$ cat src/rtl/ifq_line_fetch.sv
// Instruction-line responder: serves the aligned 4-word line holding a PC from a
// single-line buffer, refilling it word by word from memory on a miss.
module ifq_line_fetch #(
    parameter int ADDR_W = 32,
    parameter int DATA_W = 32
) (
    input  logic                clk,
    input  logic                reset,
    input  logic                cache_en,
    input  logic [ADDR_W-1:0]   pc,
    input  logic                branch_valid,
    output logic [4*DATA_W-1:0] dout,
    output logic                dout_valid,
    output logic                busy,
    output logic                mem_rd_req,
    output logic [ADDR_W-1:0]   mem_addr,
    input  logic                mem_rd_valid,
    input  logic [DATA_W-1:0]   mem_rd_data
);

    typedef enum logic [2:0] {IDLE, HIT, REQ, WAIT, RESP, DRAIN} state_t;

    state_t                 state, state_nxt;
    logic [ADDR_W-5:0]      line_tag;
    logic                   line_valid;
    logic [3:0][DATA_W-1:0] line_buf;
    logic [1:0]             word_cnt;
    logic                   hit;
    logic                   pc_unused;

    assign pc_unused = ^pc[3:0];
    assign hit       = line_valid && (line_tag == pc[ADDR_W-1:4]);

    always_ff @(posedge clk) begin
        if (reset) state <= IDLE;
        else       state <= state_nxt;
    end

    always_comb begin
        state_nxt = state;
        case (state)
            IDLE:  if (cache_en && !branch_valid) state_nxt = hit ? HIT : REQ;
            HIT:   state_nxt = IDLE;
            REQ:   state_nxt = branch_valid ? DRAIN : WAIT;
            WAIT: begin
                if (mem_rd_valid) begin
                    if (branch_valid)          state_nxt = IDLE;
                    else if (word_cnt == 2'd3) state_nxt = RESP;
                    else                       state_nxt = REQ;
                end else if (branch_valid) begin
                    state_nxt = DRAIN;
                end
            end
            RESP:  state_nxt = IDLE;
            DRAIN: if (mem_rd_valid) state_nxt = IDLE;
            default: state_nxt = IDLE;
        endcase
    end

    // The tag is captured at accept so the fill addresses come straight from it;
    // line_valid stays low until the whole line has landed.
    always_ff @(posedge clk) begin
        if (reset) begin
            line_tag   <= '0;
            line_valid <= 1'b0;
            line_buf   <= '0;
            word_cnt   <= 2'd0;
        end else begin
            case (state)
                IDLE: begin
                    if (cache_en && !branch_valid && !hit) begin
                        line_tag   <= pc[ADDR_W-1:4];
                        line_valid <= 1'b0;
                        word_cnt   <= 2'd0;
                    end
                end
                WAIT: begin
                    if (mem_rd_valid && !branch_valid) begin
                        line_buf[word_cnt] <= mem_rd_data;
                        if (word_cnt != 2'd3) word_cnt <= word_cnt + 2'd1;
                    end
                end
                RESP:    line_valid <= 1'b1;
                default: ;
            endcase
        end
    end

    always_comb begin
        dout       = line_buf;
        busy       = (state != IDLE);
        mem_rd_req = (state == REQ);
        mem_addr   = (state == REQ) ? {line_tag, word_cnt, 2'b00} : '0;
        dout_valid = ((state == HIT) || (state == RESP)) && !branch_valid;
    end

endmodule

$ cat config.mk
export PLATFORM = sky130hd
export DESIGN_NAME = ifq_line_fetch
export DESIGN_NICKNAME = d
export VERILOG_FILES = /design/src/rtl/ifq_line_fetch.sv
export SDC_FILE = /design/constraint.sdc
export NUM_CORES = 1
export LEC_CHECK = 0
export BUFFER_PORTS_ARGS = -buffer_cell sky130_fd_sc_hd__buf_2
export CAP_MARGIN = 10
export CELL_PAD_IN_SITES_DETAIL_PLACEMENT = 0
export CELL_PAD_IN_SITES_GLOBAL_PLACEMENT = 1
export CORE_UTILIZATION = 33
export CTS_CLUSTER_DIAMETER = 40
export DETAILED_ROUTE_END_ITERATION = 10
export HOLD_SLACK_MARGIN = 0.15
export PLACE_DENSITY_LB_ADDON = 0.1
export SYNTH_ARGS = -nofsm -noshare
export SYNTH_HDL_FRONTEND = slang
export SYNTH_SLANG_ARGS = --single-unit
export TNS_END_PERCENT = 20
$ cat constraint.sdc
create_clock -name clk -period 2.1 [get_ports clk]
set_clock_uncertainty 0.15 [all_clocks]
set_input_delay 0.63 -clock clk [delete_from_list [all_inputs] [get_ports clk]]
set_output_delay 0.63 -clock clk [all_outputs]
set_load 0.005 [all_outputs]
==> metrics <==
status=complete, but fails checks; failing checks=negative setup slack; IO buf count=225; CTS Hold Bufs=0; RSZ-0062 raised after global routing=true; ANT cells=0; min Tclk post-route=2220 ps; Site Rows=52; Core Area=0.0204 mm²; Final ANT Viol Nets=0; HPWL after DPL=about 14000 µm; Crit path arrival time=around 1400 ps; vias per inst=4.54; Clock Path Buffers=2; register area share after synthesis=0.470; max frequency=0.450 GHz; Post-DP Area=about 0.0084 mm²; Worst IR Drop VDD=0.000499 V; drt drc=0; Nets=1103; Core Util, Final=0.446; GRT Total Usage=0.188; unique cell type count in the Yosys netlist=36; die width=147 µm; Final WS setup=-122 ps; Die ar.=0.0215 mm²; TNS Setup=-3120 ps; Pre-antenna DRT Iters=4; antenna violations before repair=0; DR iter-0 viols=264; WHS=300 ps; grt ovf=0; crit share post-route=1.06; Sink Count=around 160; synthesis-to-finish area growth=31.7%; share of flip-flops with an asynchronous set or reset=0; CP Class=reg2out; Post-Syn Area=0.00690 mm²; Most used DFF post-synth=dfxtp_1; first-pass GRT wire length=approximately 32000 µm; TritonCTS clock tree=built; syn_area_per_cell=8.53 µm²; DIE HEIGHT=around 150 µm; Clock transition at path regs=70 ps; Worst Setup Start Kind=flip-flop; number of synthesized flops with an enable pin=0; wire per inst=15.1 µm; CP delay by family, top=simple AND/OR/NAND/NOR gates; largest net degree at the start of global routing=49; H-tree depth=4; Buffers & Inverters on Critical Path=2; CTS root buf=clkbuf_16; max cap viols=0; max incr delay on CP=310 ps; routed vias=about 6000; Clock Latency Late Sink=420 ps; CP max-delay cell=dfxtp_1; CP Data Required Time=about 1300 ps; Design Area, Final=0.00908 mm²; CTS Buf Count=17; Starting Density=0.339; final WL=19900 µm; # IOs=232; synth warn=0; Max Slew Vio Count=0; vias in the first global route=5752; RePlAce Congestion=between 0.7 and 0.8; Power Density=757 mW/mm²; share of post-route cells with drive strength above 1=0.336; Synth Instances=approximately 810; Post-CTS Setup Bufs=0; Yosys reg bits=~160; crit end category=primary output; critical path, cell by cell=nand2b_4, nor2_4, buf_12, and2_1, buf_2; Hold Fails Final Rpt=0; maximum net fanout on the critical path=29; Fillers=2083; worst hold path type=reg2reg; setup violators final=32; Pleak=3.72 nW
==> final timing paths <==
check            start            to  slack [ps]  cells past startpoint
max           state[2]  mem_addr[26]        -120                      5
min          dout[117]     dout[117]         300                      2
max reg2reg   state[2]  line_tag[15]         210                      6
min reg2reg  dout[117]     dout[117]         300                      2
==> layer usage <==
metal,vias to the layer above,GRT usage,wire length (µm)
met4,0,0.0458,121
li1,3042,-,-
met1,2757,0.254,9620
met5,-,0,0
met3,13,0.0469,997
met2,150,0.300,9120
==> metrics by stage <==
| stage | power (mW) | worst slack (ps) | std cells |
|---|---|---|---|
| final | 6.88 | -122 | 1312 |
| after global placement | 3.66 | -157 | 1281 |
| after global routing | 7.16 | -216 | 1312 |
| after CTS | 6.96 | -163 | 1312 |
| after floorplan | 3.45 | 16.8 | 809 |
| after detailed placement | 3.66 | -173 | 1281 |
==> synthesized netlist by cell type, drive strengths merged (6+ instances only) <==
library cell | instances | area share
a21oi | 131 | 0.12
and2 | 32 | 0.029
buf | 30 | 0.039
clkbuf | 30 | 0.016
dfxtp | 162 | 0.47
mux2i | 29 | 0.042
nand2 | 264 | 0.14
nand2b | 57 | 0.052
nand4 | 6 | 0.0054
nor2 | 6 | 0.0036
xnor2 | 30 | 0.038
==> cell usage in the layout, fill, tap and decap left out, types with 4 or more instances in the layout <==
cell type / Yosys / layout
and2_1: 31 / 30
dfxtp_1: 162 / 160
inv_6: 0 / 4
xnor2_1: 30 / 30
nand2_1: 264 / 264
clkbuf_16: 0 / 17
a21oi_2: 42 / 42
mux2i_1: 29 / 29
nand4_1: 6 / 6
nor2_1: 5 / 4
nand2b_1: 57 / 56
buf_4: 7 / 23
buf_2: 7 / 223
clkinvlp_4: 0 / 4
buf_12: 0 / 14
a21oi_1: 89 / 89
ha_1: 4 / 4
==> power by group <==
part	switching, mW	internal [mW]
logic	0.238	0.213
clock network	1.36	1.92
registers	0.0318	3.11
total	1.64	5.24
==> kinds of logic (layout without fill, tap and decap cells) <==
| family | count (synthesis) | count (layout) | synth area share |
|---|---|---|---|
| multiplexers | 29 | 29 | 0.0421 |
| AND/OR/NAND/NOR | 380 | 380 | 0.254 |
| AO/OA/AOI/OAI | 140 | 140 | 0.131 |
| adder cells (fa/ha/maj) | 4 | 4 | 0.00726 |
| buffers and inverters | 62 | 295 | 0.0563 |
| flip-flops | 162 | 162 | 0.470 |
| other | 1 | 2 | 0.000544 |
| XOR/XNOR | 30 | 30 | 0.0381 |
==> cell type report <==
cell class / count / area [µm²] / share of cell area
repair buffers: 262 / 1590 / 0.175
well taps: 270 / 338 / 0.0372
clock inverters: 13 / 175 / 0.0193
flip-flops and latches: 162 / 3250 / 0.358
inverters: 2 / 7.51 / 0.000826
clock buffers: 18 / 439 / 0.0483
multi-input cells: 585 / 3280 / 0.362
==> tightest hold or removal path: stages, from the launching register on <==
cell,delay [ps]
dfxtp_1,310
nand2_1,50
a21oi_1,50
==> registers in the layout (all words and copies together) (netlist names) <==
| register | flops |
|---|---|
| dout | 128 |
| line_tag | 28 |
| line_valid | 1 |
| state | 3 |
| word_cnt | 2 |
==> timing repair <==
action / CTS / global route
pin swaps: 2 / 1
setup endpoints to repair: 33 / 33
gates resized for setup: 6 / 1
Power figures use the tool's default switching activity.
